## src/rtl/alu_multiciclo_if.sv

```systemverilog
// Operand/result bundle for alu_multiciclo: request side (START, ALUSELECT, A, B)
// and completion side (RESULT, BRANCH, ZERO, BUSY, DONE).
interface alu_multiciclo_if #(
   parameter int WIDTH = 32
);
   logic             START;
   logic [3:0]       ALUSELECT;
   logic [WIDTH-1:0] A;
   logic [WIDTH-1:0] B;
   logic [WIDTH-1:0] RESULT;
   logic             BRANCH;
   logic             ZERO;
   logic             BUSY;
   logic             DONE;

   modport master (
      output START, ALUSELECT, A, B,
      input  RESULT, BRANCH, ZERO, BUSY, DONE
   );

   modport slave (
      input  START, ALUSELECT, A, B,
      output RESULT, BRANCH, ZERO, BUSY, DONE
   );
endinterface

```

## src/rtl/alu_multiciclo.sv

```systemverilog
// Multicycle ALU: single-edge ops finish on the accepting edge; SLL/SRL shift one bit per cycle.
// Latency: 1 cycle (non-shift or amount 0), else DONE at accept edge + N; START ignored while BUSY.
module alu_multiciclo #(
   parameter int WIDTH = 32
) (
   input  logic             CLK,
   input  logic             RESET,
   alu_multiciclo_if.slave  bus
);

   localparam int SW = $clog2(WIDTH);

   localparam logic [3:0] OP_ADD = 4'b0000;
   localparam logic [3:0] OP_AND = 4'b0001;
   localparam logic [3:0] OP_OR  = 4'b0010;
   localparam logic [3:0] OP_SLL = 4'b0011;
   localparam logic [3:0] OP_SLT = 4'b0100;
   localparam logic [3:0] OP_SRL = 4'b0101;
   localparam logic [3:0] OP_SUB = 4'b0110;
   localparam logic [3:0] OP_XOR = 4'b0111;
   localparam logic [3:0] OP_BEQ = 4'b1000;
   localparam logic [3:0] OP_BNE = 4'b1001;
   localparam logic [3:0] OP_BLT = 4'b1010;
   localparam logic [3:0] OP_BGE = 4'b1011;

   typedef enum logic {IDLE, SHIFT} state_t;

   state_t           state_q, state_d;
   logic [WIDTH-1:0] result_q, result_d;
   logic             branch_q, branch_d;
   logic             done_q, done_d;
   logic [WIDTH-1:0] shreg_q, shreg_d;
   logic [SW-1:0]    cnt_q, cnt_d;
   logic             left_q, left_d;

   logic [WIDTH-1:0] diff;
   logic             lt;
   logic [SW-1:0]    amt;
   logic             is_shift;
   logic [WIDTH-1:0] alu_res;
   logic             alu_br;
   logic [WIDTH-1:0] shifted;

   assign diff     = bus.A - bus.B;
   assign lt       = $signed(bus.A) < $signed(bus.B);
   assign amt      = bus.B[SW-1:0];
   assign is_shift = (bus.ALUSELECT == OP_SLL) || (bus.ALUSELECT == OP_SRL);
   assign shifted  = left_q ? (shreg_q << 1) : (shreg_q >> 1);

   // Shift codes report A here; that value is only used when the amount is zero.
   always_comb begin
      alu_res = '0;
      alu_br  = 1'b0;
      case (bus.ALUSELECT)
         OP_ADD:  alu_res = bus.A + bus.B;
         OP_AND:  alu_res = bus.A & bus.B;
         OP_OR:   alu_res = bus.A | bus.B;
         OP_SLL:  alu_res = bus.A;
         OP_SLT:  alu_res = {{(WIDTH-1){1'b0}}, lt};
         OP_SRL:  alu_res = bus.A;
         OP_SUB:  alu_res = diff;
         OP_XOR:  alu_res = bus.A ^ bus.B;
         OP_BEQ: begin alu_res = diff; alu_br = (diff == '0); end
         OP_BNE: begin alu_res = diff; alu_br = (diff != '0); end
         OP_BLT: begin alu_res = diff; alu_br = lt;           end
         OP_BGE: begin alu_res = diff; alu_br = !lt;          end
         default: begin alu_res = '0; alu_br = 1'b0;          end
      endcase
   end

   always_comb begin
      state_d  = state_q;
      result_d = result_q;
      branch_d = branch_q;
      done_d   = 1'b0;
      shreg_d  = shreg_q;
      cnt_d    = cnt_q;
      left_d   = left_q;
      case (state_q)
         IDLE: begin
            if (bus.START) begin
               if (is_shift && (amt != '0)) begin
                  state_d = SHIFT;
                  shreg_d = bus.A;
                  cnt_d   = amt;
                  left_d  = (bus.ALUSELECT == OP_SLL);
               end else begin
                  result_d = alu_res;
                  branch_d = alu_br;
                  done_d   = 1'b1;
               end
            end
         end
         SHIFT: begin
            shreg_d = shifted;
            cnt_d   = cnt_q - SW'(1);
            if (cnt_q == SW'(1)) begin
               result_d = shifted;
               branch_d = 1'b0;
               done_d   = 1'b1;
               state_d  = IDLE;
            end
         end
         default: state_d = IDLE;
      endcase
   end

   always_ff @(posedge CLK or posedge RESET) begin
      if (RESET) begin
         state_q  <= IDLE;
         result_q <= '0;
         branch_q <= 1'b0;
         done_q   <= 1'b0;
         shreg_q  <= '0;
         cnt_q    <= '0;
         left_q   <= 1'b0;
      end else begin
         state_q  <= state_d;
         result_q <= result_d;
         branch_q <= branch_d;
         done_q   <= done_d;
         shreg_q  <= shreg_d;
         cnt_q    <= cnt_d;
         left_q   <= left_d;
      end
   end

   assign bus.RESULT = result_q;
   assign bus.BRANCH = branch_q;
   assign bus.ZERO   = (result_q == '0);
   assign bus.BUSY   = (state_q == SHIFT);
   assign bus.DONE   = done_q;

endmodule

```

## src/flat_wrapper.sv

```systemverilog
// flat-port wrapper written by rule: the top's interface ports become plain ports
module alu_multiciclo_flat 
#(
   parameter int WIDTH = 32
)
  (CLK, RESET, bus_START, bus_ALUSELECT, bus_A, bus_B, bus_RESULT, bus_BRANCH, bus_ZERO, bus_BUSY, bus_DONE);
  alu_multiciclo_if #(.WIDTH(WIDTH)) bus_i ();
  input  logic CLK;
  input  logic RESET;
  input wire logic [$bits(bus_i.START)-1:0] bus_START;
  input wire logic [$bits(bus_i.ALUSELECT)-1:0] bus_ALUSELECT;
  input wire logic [$bits(bus_i.A)-1:0] bus_A;
  input wire logic [$bits(bus_i.B)-1:0] bus_B;
  output wire logic [$bits(bus_i.RESULT)-1:0] bus_RESULT;
  output wire logic [$bits(bus_i.BRANCH)-1:0] bus_BRANCH;
  output wire logic [$bits(bus_i.ZERO)-1:0] bus_ZERO;
  output wire logic [$bits(bus_i.BUSY)-1:0] bus_BUSY;
  output wire logic [$bits(bus_i.DONE)-1:0] bus_DONE;
  assign bus_i.START = bus_START;
  assign bus_i.ALUSELECT = bus_ALUSELECT;
  assign bus_i.A = bus_A;
  assign bus_i.B = bus_B;
  assign bus_RESULT = bus_i.RESULT;
  assign bus_BRANCH = bus_i.BRANCH;
  assign bus_ZERO = bus_i.ZERO;
  assign bus_BUSY = bus_i.BUSY;
  assign bus_DONE = bus_i.DONE;
  alu_multiciclo #(.WIDTH(WIDTH)) u_core (.CLK(CLK), .RESET(RESET), .bus(bus_i));
endmodule
```

## config.mk

```make
export PLATFORM = sky130hd
export DESIGN_NAME = alu_multiciclo_flat
export DESIGN_NICKNAME = d
export VERILOG_FILES = /design/src/rtl/alu_multiciclo_if.sv /design/src/rtl/alu_multiciclo.sv /design/src/flat_wrapper.sv
export SDC_FILE = /design/constraint.sdc
export NUM_CORES = 1
export LEC_CHECK = 0
export BUFFER_PORTS_ARGS = -buffer_cell sky130_fd_sc_hd__buf_2
export CORE_ASPECT_RATIO = 0.6
export CORE_MARGIN = 2
export CORE_UTILIZATION = 60
export DETAILED_ROUTE_END_ITERATION = 8
export PLACE_DENSITY = 0.88
export SYNTH_ARGS = -nofsm -noshare
export SYNTH_HDL_FRONTEND = slang
export SYNTH_SLANG_ARGS = --single-unit
```

## constraint.sdc

```tcl
create_clock -name CLK -period 2.7 [get_ports CLK]
set_clock_uncertainty 0.15 [all_clocks]
set_input_delay 0.135 -clock CLK [delete_from_list [all_inputs] [get_ports CLK]]
set_output_delay 0.135 -clock CLK [all_outputs]
set_load 0.02 [all_outputs]
```

==> results of run 1 <==
[what timing repair did]
item	in CTS
setup buffers	25
pin swaps	88
endpoints found under the hold margin	22
hold buffers	1
setup endpoints to repair	24
resized for setup	131
[layer usage]
metal / GRT overflow / track usage
met2: 27 / 0.947
met5: 0 / 0.368
met4: 28 / 0.844
met3: 0 / 0.707
met1: 1 / 0.804
[cell usage after synthesis, types with 6 or more instances]
cell / n / share of area
a311oi_1: 8 / 0.0074
nor4_1: 23 / 0.015
mux2i_1: 7 / 0.0074
mux2_2: 31 / 0.037
o21a_1: 7 / 0.0056
a22oi_1: 15 / 0.012
dfrtp_1: 73 / 0.19
nor2_1: 139 / 0.055
nand3_1: 39 / 0.021
o211ai_1: 12 / 0.0096
clkbuf_1: 65 / 0.026
a31oi_1: 31 / 0.021
a221o_1: 11 / 0.012
ha_1: 98 / 0.13
o21bai_1: 14 / 0.011
inv_1: 102 / 0.041
a21o_1: 12 / 0.0096
nand2b_1: 15 / 0.010
a221oi_1: 25 / 0.023
o21ai_0: 116 / 0.062
o221ai_1: 8 / 0.0074
o31ai_1: 16 / 0.013
nand2_1: 112 / 0.045
nor3_1: 20 / 0.011
a211oi_1: 16 / 0.013
nor2b_1: 7 / 0.0046
a21oi_1: 110 / 0.058
clkbuf_8: 6 / 0.0088
xnor2_1: 23 / 0.021
nand4_1: 10 / 0.0066
[cells by family after synthesis]
kind of cell    synth area share
compound gates             0.325
simple gates               0.196
buf+inv                   0.0810
fa+ha+maj                  0.134
flops                      0.194
mux                       0.0445
xor+xnor                  0.0251
[per-stage QoR]
stage | TNS (ns) | std cells | setup slack [ns]
after floorplan | -2.00 | 1274 | -0.777
after detailed placement | -18.56 | 1838 | -1.03
after global placement | -13.55 | 1838 | -0.884
after CTS | -4.80 | 1879 | -0.592
==> out/qor_table.md, run 1 <==
| Group | Result | This run |
| --- | --- | --- |
| synth | Average instance area after synthesis | 7.39 µm² |
| synth | Synth unique cells | 83 |
| synth | Syn. warnings | 0 |
| synth | Sequential element share of the synthesized area | 0.194 |
| grt | Total congestion overflow | 56 |
| clock network | Number of clock sinks | 73 |
| synth | EDFF count, synth | 0 |
| placed design | Count of buffers from port buffering | 106 |
| synth | Gate count of the mapped netlist | 1274 |
| grt | Maximum number of pins on one net before global-route repair | 42 |
| clock network | Inserted Clock Buffers | 9 |
| placed design | DP Wirelength | 32900 µm |
| synth | Number of synthesized register bits | 73 |
| run status | Last stage reached | global routing (5_1_grt) |
| grt | Vias in the first global route | 16900 |
| clock network | Clk buf depth | 2 |
| synth | Netlist area before placement | 9420 µm² |
| floorplan | Die H | 101 µm |
| grt | Total global-route track usage | 0.813 |
| floorplan | Starting density of the core | 0.613 |
| floorplan | Placement row count | 35 |
| synth | Nets in the synthesized netlist | 1445 |
| grt | First-pass GRT wire length | 104000 µm |
| run status | Error Message | [ERROR GRT-0116] Global routing finished with congestion. Check the congestion regions in the DRC Viewer. |
| clock network | H-tree depth | 3 |
| placed design | Routability cong. | 1.08 |
| floorplan | Horizontal die dimension | 166 µm |
| synth | Main flop type after synthesis | dfrtp_1 |
| floorplan | I/O Pins | 107 |
| clock network | Buffer type at the clock tree root | clkbuf_16 |
| placed design | Area of placed instances | 12600 µm² |
| synth | Share of synthesized registers carrying an async set or reset | 1.00 |
| run status | Run status | stopped before the end |
==> inputs of run 2 (changes only) <==
--- a/config.mk
+++ b/config.mk
@@ -6,11 +6,10 @@
 export NUM_CORES = 1
 export LEC_CHECK = 0
 export BUFFER_PORTS_ARGS = -buffer_cell sky130_fd_sc_hd__buf_2
-export CORE_ASPECT_RATIO = 0.6
 export CORE_MARGIN = 2
-export CORE_UTILIZATION = 60
+export CORE_UTILIZATION = 40
 export DETAILED_ROUTE_END_ITERATION = 8
-export PLACE_DENSITY = 0.88
+export PLACE_DENSITY_LB_ADDON = 0.15
 export SYNTH_ARGS = -nofsm -noshare
 export SYNTH_HDL_FRONTEND = slang
 export SYNTH_SLANG_ARGS = --single-unit
==> run 2 against run 1 <==
Effect of this change: the flow now finishes, with violations (negative setup slack); synthesized cell count stayed put; synthesized area stayed put.
==> out/qor_table.md, run 2 <==
| Group | Result | This run |
| --- | --- | --- |
| route | Residual DRC | 0 |
| sta | Worst Tran Pin Value | 0.693 ns |
| floorplan | Placement row count | 56 |
| sta | Period minus WS final | 3.33 ns |
| floorplan | Starting density of the core | 0.405 |
| synth | Syn. warnings | 0 |
| placed design | Count of buffers from port buffering | 106 |
| sta | Final-report setup violation count | 20 |
| route | Routed metal-1 wire length | 17700 µm |
| route | Routed via count divided by cell count | 5.85 |
| synth | Netlist area before placement | 9420 µm² |
| synth | Average instance area after synthesis | 7.39 µm² |
| grt | Number of antenna violations at the first check in global routing | 0 |
| min path | Hold/Removal Path Class | in -> reg |
| placed design | Total placed cells including tap cells | 1970 |
| critical path | Kind of critical path | in -> reg |
| final layout | Final Non-Filler Cells | 2013 |
| final layout | Most common cell after layout, fill and taps aside | buf_4 |
| final layout | Share of layout cells above drive strength 1 | 0.413 |
| synth | Synth top area cells | dfrtp_1, ha_1, o21ai_0 |
| placed design | DP Wirelength | 31300 µm |
| critical path | CP Max Fanout | 3 |
| synth | Gate count of the mapped netlist | 1274 |
| critical path | Arrival time at the worst endpoint | 3.39 ns |
| route | Count of nets left with antenna violations after detail routing | 0 |
| synth | Cell types with the highest counts after synthesis | nor2_1, o21ai_0, nand2_1 |
| route | Post-detailed-route wirelength per cell | 19.9 µm |
| clock network | Clk_lat worst skew | 0.34 ns |
| grt | Total congestion overflow | 0 |
| placed design | Pre-CTS setup slack | -1.12 ns |
| run status | Violated checks | negative setup slack |
| clock network | Buffer type at the clock tree root | clkbuf_16 |
| sta | Highest Clock Rate | 0.300 GHz |
| route | Total met2 wirelength after detailed routing | 17700 µm |
| final layout | Post-route core utilization | 0.614 |
| critical path | Kind of start point of the critical path | primary input |
| clock network | TritonCTS clock tree | built |
| floorplan | Die H | 157 µm |
| critical path | Nature of the critical path endpoint | register |
| floorplan | Die area | 24800 µm² |
| final layout | Nets@finish | 1863 |
| grt | Total global-route track usage | 0.318 |
| route | Top Metal Used | met4 |
| clock network | H-tree depth | 3 |
| synth | Share of synthesized registers carrying an async set or reset | 1.00 |
| clock network | Clk buf depth | 2 |
| floorplan | I/O Pins | 107 |
| power | Worst vdd rail ir drop | 0.000392 V |
| job | Max-capacitance violation count | 0 |
| clock network | Clock slew at reported path FFs | 0.05 ns |
| critical path | Endpoint required time on the critical path | 2.76 ns |
| final layout | Antenna Cells | 0 |
| grt | Vias in the first global route | 11200 |
| route | Final Routed Wirelength | 40100 µm |
| route | Detailed-router iteration count before antenna repair | 5 |
| sta | Final-report max-slew violation count | 0 |
| synth | Nets in the synthesized netlist | 1445 |
| final layout | Most used cells in the layout excluding fill and tap cells | buf_4, nor2_1, nand2_1 |
| synth | Sequential element share of the synthesized area | 0.194 |
| power | Cell area power density | 588 nW/µm² |
| route | Met3 wire len | 3290 µm |
| synth | Synth unique cells | 83 |
| power | Power Total | 8.41 mW |
| synth | Post-synth top area cell | dfrtp_1 |
| sta | Worst slew margin | 0.534 |
| sta | Hold Violations, Final | 0 |
| final layout | Growth of design area from synthesis to finish | 51.6% |
| power | Leakage power summed over all cells | 6.61 nW |
| synth | Number of synthesized register bits | 73 |
| route | First DRT Iteration DRCs | 1241 |
| grt | First-pass GRT wire length | 61600 µm |
| route | Number of vias in the routed layout | 11800 |
| sta | Period utilisation layout | 1.24 |
| synth | Most frequent cell after synthesis | nor2_1 |
| floorplan | Area of the placeable core | 23300 µm² |
| sta | Final critical-path setup slack | -0.635 ns |
| synth | Main flop type after synthesis | dfrtp_1 |
| clock network | Number of clock sinks | 73 |
| clock network | Inserted Clock Buffers | 9 |
| placed design | Area of placed instances | 12900 µm² |
| sta | Unrepaired setup endpoints after global routing | yes |
| final layout | Post-route design area | 14300 µm² |
| synth | EDFF count, synth | 0 |
| run status | Run status | finished with violations |
| placed design | Routability cong. | 0.994 |
| grt | Maximum number of pins on one net before global-route repair | 46 |
| synth | Area fraction of the dominant cell type after synthesis | 0.194 |
| floorplan | Horizontal die dimension | 157 µm |
[run 2: cell counts after synthesis]
Identical to the previous run, type by type.
[run 2: final timing paths]
kind | start | end | slack [ns] | depth (start not counted)
worst min register to register | u_core.shreg_q[27]$_DFFE_PP0P_ | u_core.shreg_q[27]$_DFFE_PP0P_ | 0.37 | 1
worst min-delay path | bus_ALUSELECT[0] | u_core.left_q$_DFFE_PP0P_ | 0.01 | 3
worst max-delay path | bus_A[0] | u_core.bus.RESULT[26]$_DFFE_PP0P_ | -0.63 | 17
min in group asynchronous | RESET | u_core.bus.RESULT[10]$_DFFE_PP0P_ | 0.25 | 3
worst max register to register | u_core.cnt_q[1]$_DFFE_PP0P_ | u_core.bus.RESULT[31]$_DFFE_PP0P_ | 0.23 | 11
max in group asynchronous | RESET | u_core.bus.BUSY$_DFF_PP0_ | 1.51 | 4
[run 2: critical path, stage by stage]
cell,delay [ns]
buf_8,0.10
buf_6,0.11
ha_4,0.15
fa_2,0.36
a21o_1,0.20
a211oi_2,0.30
o211ai_1,0.22
a31oi_2,0.38
o21ai_4,0.15
a31o_4,0.26
nor4_4,0.12
buf_4,0.16
nor2_1,0.05
xnor2_1,0.16
a221oi_2,0.32
buf_4,0.17
a311oi_2,0.03
[run 2: routing by layer]
| metal | global-route usage | vias to the layer above |
|---|---|---|
| met5 | 0 | - |
| met4 | 0.116 | 0 |
| met3 | 0.0460 | 103 |
| met2 | 0.493 | 576 |
| met1 | 0.448 | 5604 |
| li1 | - | 5490 |
[run 2: where the power goes]
part	total (mW)	leakage [nW]	switching [mW]	internal, mW
Sequential	2.19	0.904	0.570	1.62
Combinational	5.14	5.58	2.87	2.27
Clock	1.08	0.124	0.447	0.631
Total	8.41	6.61	3.88	4.52
[run 2: cell families after synthesis]
logic type	count (synthesis)	synth area share
buf+inv	183	0.0810
simple gates	397	0.196
fa+ha+maj	100	0.134
compound gates	456	0.325
mux	38	0.0445
xor+xnor	27	0.0251
flops	73	0.194
[run 2: what timing repair did]
| action | in CTS | in global routing |
|---|---|---|
| hold buffers | 1 | 0 |
| gates resized for setup | 141 | 48 |
| hold endpoints to repair | 31 | 0 |
| setup endpoints to repair | 23 | 23 |
| pin swaps | 89 | 52 |
| buffers inserted | 25 | 13 |
[run 2: layout make-up]
cell class | instances | area, µm²
Multi-Input combinational cell | 1018 | 7740
Fill cell | 2096 | 8980
Timing Repair Buffer | 488 | 3640
Inverter | 102 | 423
Clock buffer | 12 | 246
Sequential cell | 73 | 1830
Clock inverter | 1 | 5.00
Tap cell | 319 | 399
[run 2: metrics by stage]
step	setup TNS, ns	hold slack [ns]
floorplan	-2.00	0.147
global placement	-18.75	0.0690
detailed placement	-19.43	0.0704
CTS	-4.13	0.00352
global route	-7.74	0.0109
finish	-6.24	0.0118
Power figures use the tool's default switching activity.
==> inputs of run 3 (changes only) <==
--- a/config.mk
+++ b/config.mk
@@ -8,6 +8,7 @@
 export BUFFER_PORTS_ARGS = -buffer_cell sky130_fd_sc_hd__buf_2
 export CORE_MARGIN = 2
 export CORE_UTILIZATION = 40
+export CTS_CLUSTER_SIZE = 14
 export DETAILED_ROUTE_END_ITERATION = 8
 export PLACE_DENSITY_LB_ADDON = 0.15
 export SYNTH_ARGS = -nofsm -noshare
==> constraint.sdc (replaced) <==
create_clock -name CLK -period 2.7 [get_ports CLK]
set_clock_uncertainty 0.15 [all_clocks]
set_input_delay 0.54 -clock CLK [delete_from_list [all_inputs] [get_ports CLK]]
set_output_delay 0.54 -clock CLK [all_outputs]
set_load 0.02 [all_outputs]
==> run 3 against run 2 <==
Effect of this change: the flow still finishes with violations (negative setup slack); critical path depth shrank 3; critical endpoint is now u_core.bus.BRANCH$_DFFE_PP0P_; non-clock buffer count grew 31; global-route usage shrank 0.37 points.
==> out/qor_table.md, run 3 (synthesis gave the netlist of run 2 again) <==
| Group | Result | This run |
| --- | --- | --- |
| run status | Run status | finished with violations |
| run status | Violated checks | negative setup slack |
| final layout | Most common cell after layout, fill and taps aside | buf_4 |
| route | Count of nets left with antenna violations after detail routing | 0 |
| final layout | Most used cells in the layout excluding fill and tap cells | buf_4, nor2_1, nand2_1 |
| power | Leakage power summed over all cells | 6.83 nW |
| grt | Total global-route track usage | 0.314 |
| sta | Unrepaired setup endpoints after global routing | yes |
| final layout | Post-route design area | 14800 µm² |
| critical path | Arrival time at the worst endpoint | 3.68 ns |
| route | First DRT Iteration DRCs | 929 |
| critical path | Nature of the critical path endpoint | register |
| route | Residual DRC | 0 |
| min path | Number of instances on the worst hold path | 1 |
| critical path | CP Cell Sequence | buf_6, inv_4, ha_4, or3_4, or4b_4, nor3_4, o211ai_2, and2_4, a311o_1, xnor2_2, or4_4, nor4_4, a2111o_1, nand2_1 |
| sta | Final critical-path setup slack | -0.910 ns |
| final layout | Nets@finish | 1894 |
| sta | Worst Tran Pin Value | 0.646 ns |
| sta | Final-report setup violation count | 23 |
| grt | Total congestion overflow | 0 |
| placed design | Routability cong. | 0.977 |
| critical path | Setup slack of the worst register-to-register path | 0.15 ns |
| power | Worst vdd rail ir drop | 0.000393 V |
| sta | Final-report max-slew violation count | 0 |
| floorplan | Starting density of the core | 0.405 |
| critical path | Kind of critical path | in -> reg |
| power | Cell area power density | 591 nW/µm² |
| critical path | Depth of the most critical reg-to-reg path | 11 |
| route | Final Routed Wirelength | 39900 µm |
| final layout | Share of layout cells above drive strength 1 | 0.438 |
| critical path | Critical R2R Capture | u_core.bus.RESULT[31]$_DFFE_PP0P_ |
| critical path | Maximum single-stage delay on the critical path | 0.57 ns |
| critical path | CP Max Fanout | 3 |
| grt | Vias in the first global route | 11100 |
| clock network | Clock slew at reported path FFs | 0.06 ns |
| sta | Hold Violations, Final | 0 |
| sta | Period utilisation layout | 1.34 |
| route | Detailed-router iteration count before antenna repair | 7 |
| clock network | Buffer type at the clock tree root | clkbuf_16 |
| route | Routed via count divided by cell count | 5.76 |
| clock network | Clk buf depth | 2 |
| placed design | Pre-CTS setup slack | -1.41 ns |
| critical path | Cell with the largest stage delay on the worst path | or4b_4 |
| grt | Number of antenna violations at the first check in global routing | 0 |
| floorplan | I/O Pins | 107 |
| sta | Setup Total Neg Slack | -13.11 ns |
| floorplan | Placement row count | 56 |
| grt | First-pass GRT wire length | 60900 µm |
| grt | Maximum number of pins on one net before global-route repair | 39 |
| sta | Highest Clock Rate | 0.277 GHz |
| min path | Hold Path End | u_core.shreg_q[24]$_DFFE_PP0P_ |
| clock network | Number of clock sinks | 73 |
| placed design | Count of buffers from port buffering | 106 |
| job | Max-capacitance violation count | 0 |
| sta | Period minus WS final | 3.61 ns |
| clock network | H-tree depth | 3 |
| floorplan | Area of the placeable core | 23300 µm² |
| clock network | Clk_lat worst skew | 0.34 ns |
| route | Number of vias in the routed layout | 11800 |
| floorplan | Die H | 157 µm |
| final layout | Growth of design area from synthesis to finish | 56.8% |
| clock network | Inserted Clock Buffers | 9 |
| route | Post-detailed-route wirelength per cell | 19.5 µm |
| critical path | Endpoint required time on the critical path | 2.77 ns |
| min path | Hold/Removal Path Class | reg -> reg |
| clock network | TritonCTS clock tree | built |
| final layout | Antenna Cells | 0 |
| floorplan | Horizontal die dimension | 157 µm |
| sta | Worst slew margin | 0.566 |
| critical path | Kind of start point of the critical path | primary input |
| placed design | Area of placed instances | 13300 µm² |
| floorplan | Die area | 24800 µm² |
| min path | Worst hold start | u_core.shreg_q[24]$_DFFE_PP0P_ |
| placed design | DP Wirelength | 31100 µm |
| critical path | Reg2Reg Launch Point | u_core.cnt_q[1]$_DFFE_PP0P_ |
run 3: cell types whose count changed in the layout (fill, tap and decap cells not counted), sizes merged:
cell,change
bufinv,+2
clkbuf,-3
clkinv,+4
buf,+31
run 3: stage by stage:
| stage | util | std cells | hold WS (ns) | total power [mW] |
|---|---|---|---|---|
| after global placement | 0.571 | 1998 | 0.352 | 6.87 |
| after floorplan | - | 1274 | 0.326 | 4.91 |
| after detailed placement | 0.571 | 1998 | 0.351 | 6.94 |
| final | 0.635 | 2047 | 0.383 | 8.73 |
| after global routing | 0.635 | 2047 | 0.402 | 9.26 |
| after CTS | 0.614 | 2032 | 0.380 | 8.45 |
run 3: how the worst max path moves through the flow:
stage          startpoint                       endpoint  slack [ns]
6_report        bus_B[19]  u_core.bus.BRANCH$_DFFE_PP0P_       -0.91
5_1_grt         bus_B[19]  u_core.bus.BRANCH$_DFFE_PP0P_        -1.0
4_1_cts         bus_B[19]  u_core.bus.BRANCH$_DFFE_PP0P_       -1.00
3_5_place_dp    bus_A[19]  u_core.bus.BRANCH$_DFFE_PP0P_       -1.41
3_3_place_gp    bus_A[19]  u_core.bus.BRANCH$_DFFE_PP0P_       -1.36
2_1_floorplan   bus_A[19]  u_core.bus.BRANCH$_DFFE_PP0P_       -1.18
run 3: what timing repair did:
| item | 4_1_cts | 5_1_grt |
|---|---|---|
| buffers inserted | 20 | 21 |
| endpoints found under the hold margin | 15 | 0 |
| resized for setup | 122 | 86 |
| endpoints found under the setup margin | 28 | 29 |
| pin swaps | 71 | 72 |
| hold buffers | 1 | 0 |
| gates cloned | 0 | 0 |
run 3: critical path, delay by kind of cell:
kind	cells	cell delay, ns
AOI/OAI and AO/OA	3	0.55
xor gates and xnor gates	1	0.16
adders and majority gates	1	0.20
buffers and inverters	2	0.16
and+or+nand+nor	7	2.07
run 3: cell type report:
class,instances,area (µm²)
clock buffer,9,225
sequential,73,1830
inverter,102,423
timing repair buffer,519,3900
tap,319,399
clock inverter,7,85.1
fill,2088,8500
multi-input combinational,1018,7910
run 3: layer usage:
metal / global-route usage / vias up / wire length [µm]
li1: - / 5556 / -
met1: 0.434 / 5631 / 17500
met2: 0.499 / 526 / 17900
met3: 0.0526 / 71 / 3340
met4: 0.100 / 0 / 1150
met5: 0 / - / 0
run 3: where the power goes:
part           switching [mW]  leakage [nW]  internal [mW]
Combinational            2.91          5.76           2.34
Clock                   0.493         0.159          0.801
Sequential              0.566         0.904           1.62
Total                    3.97          6.83           4.76
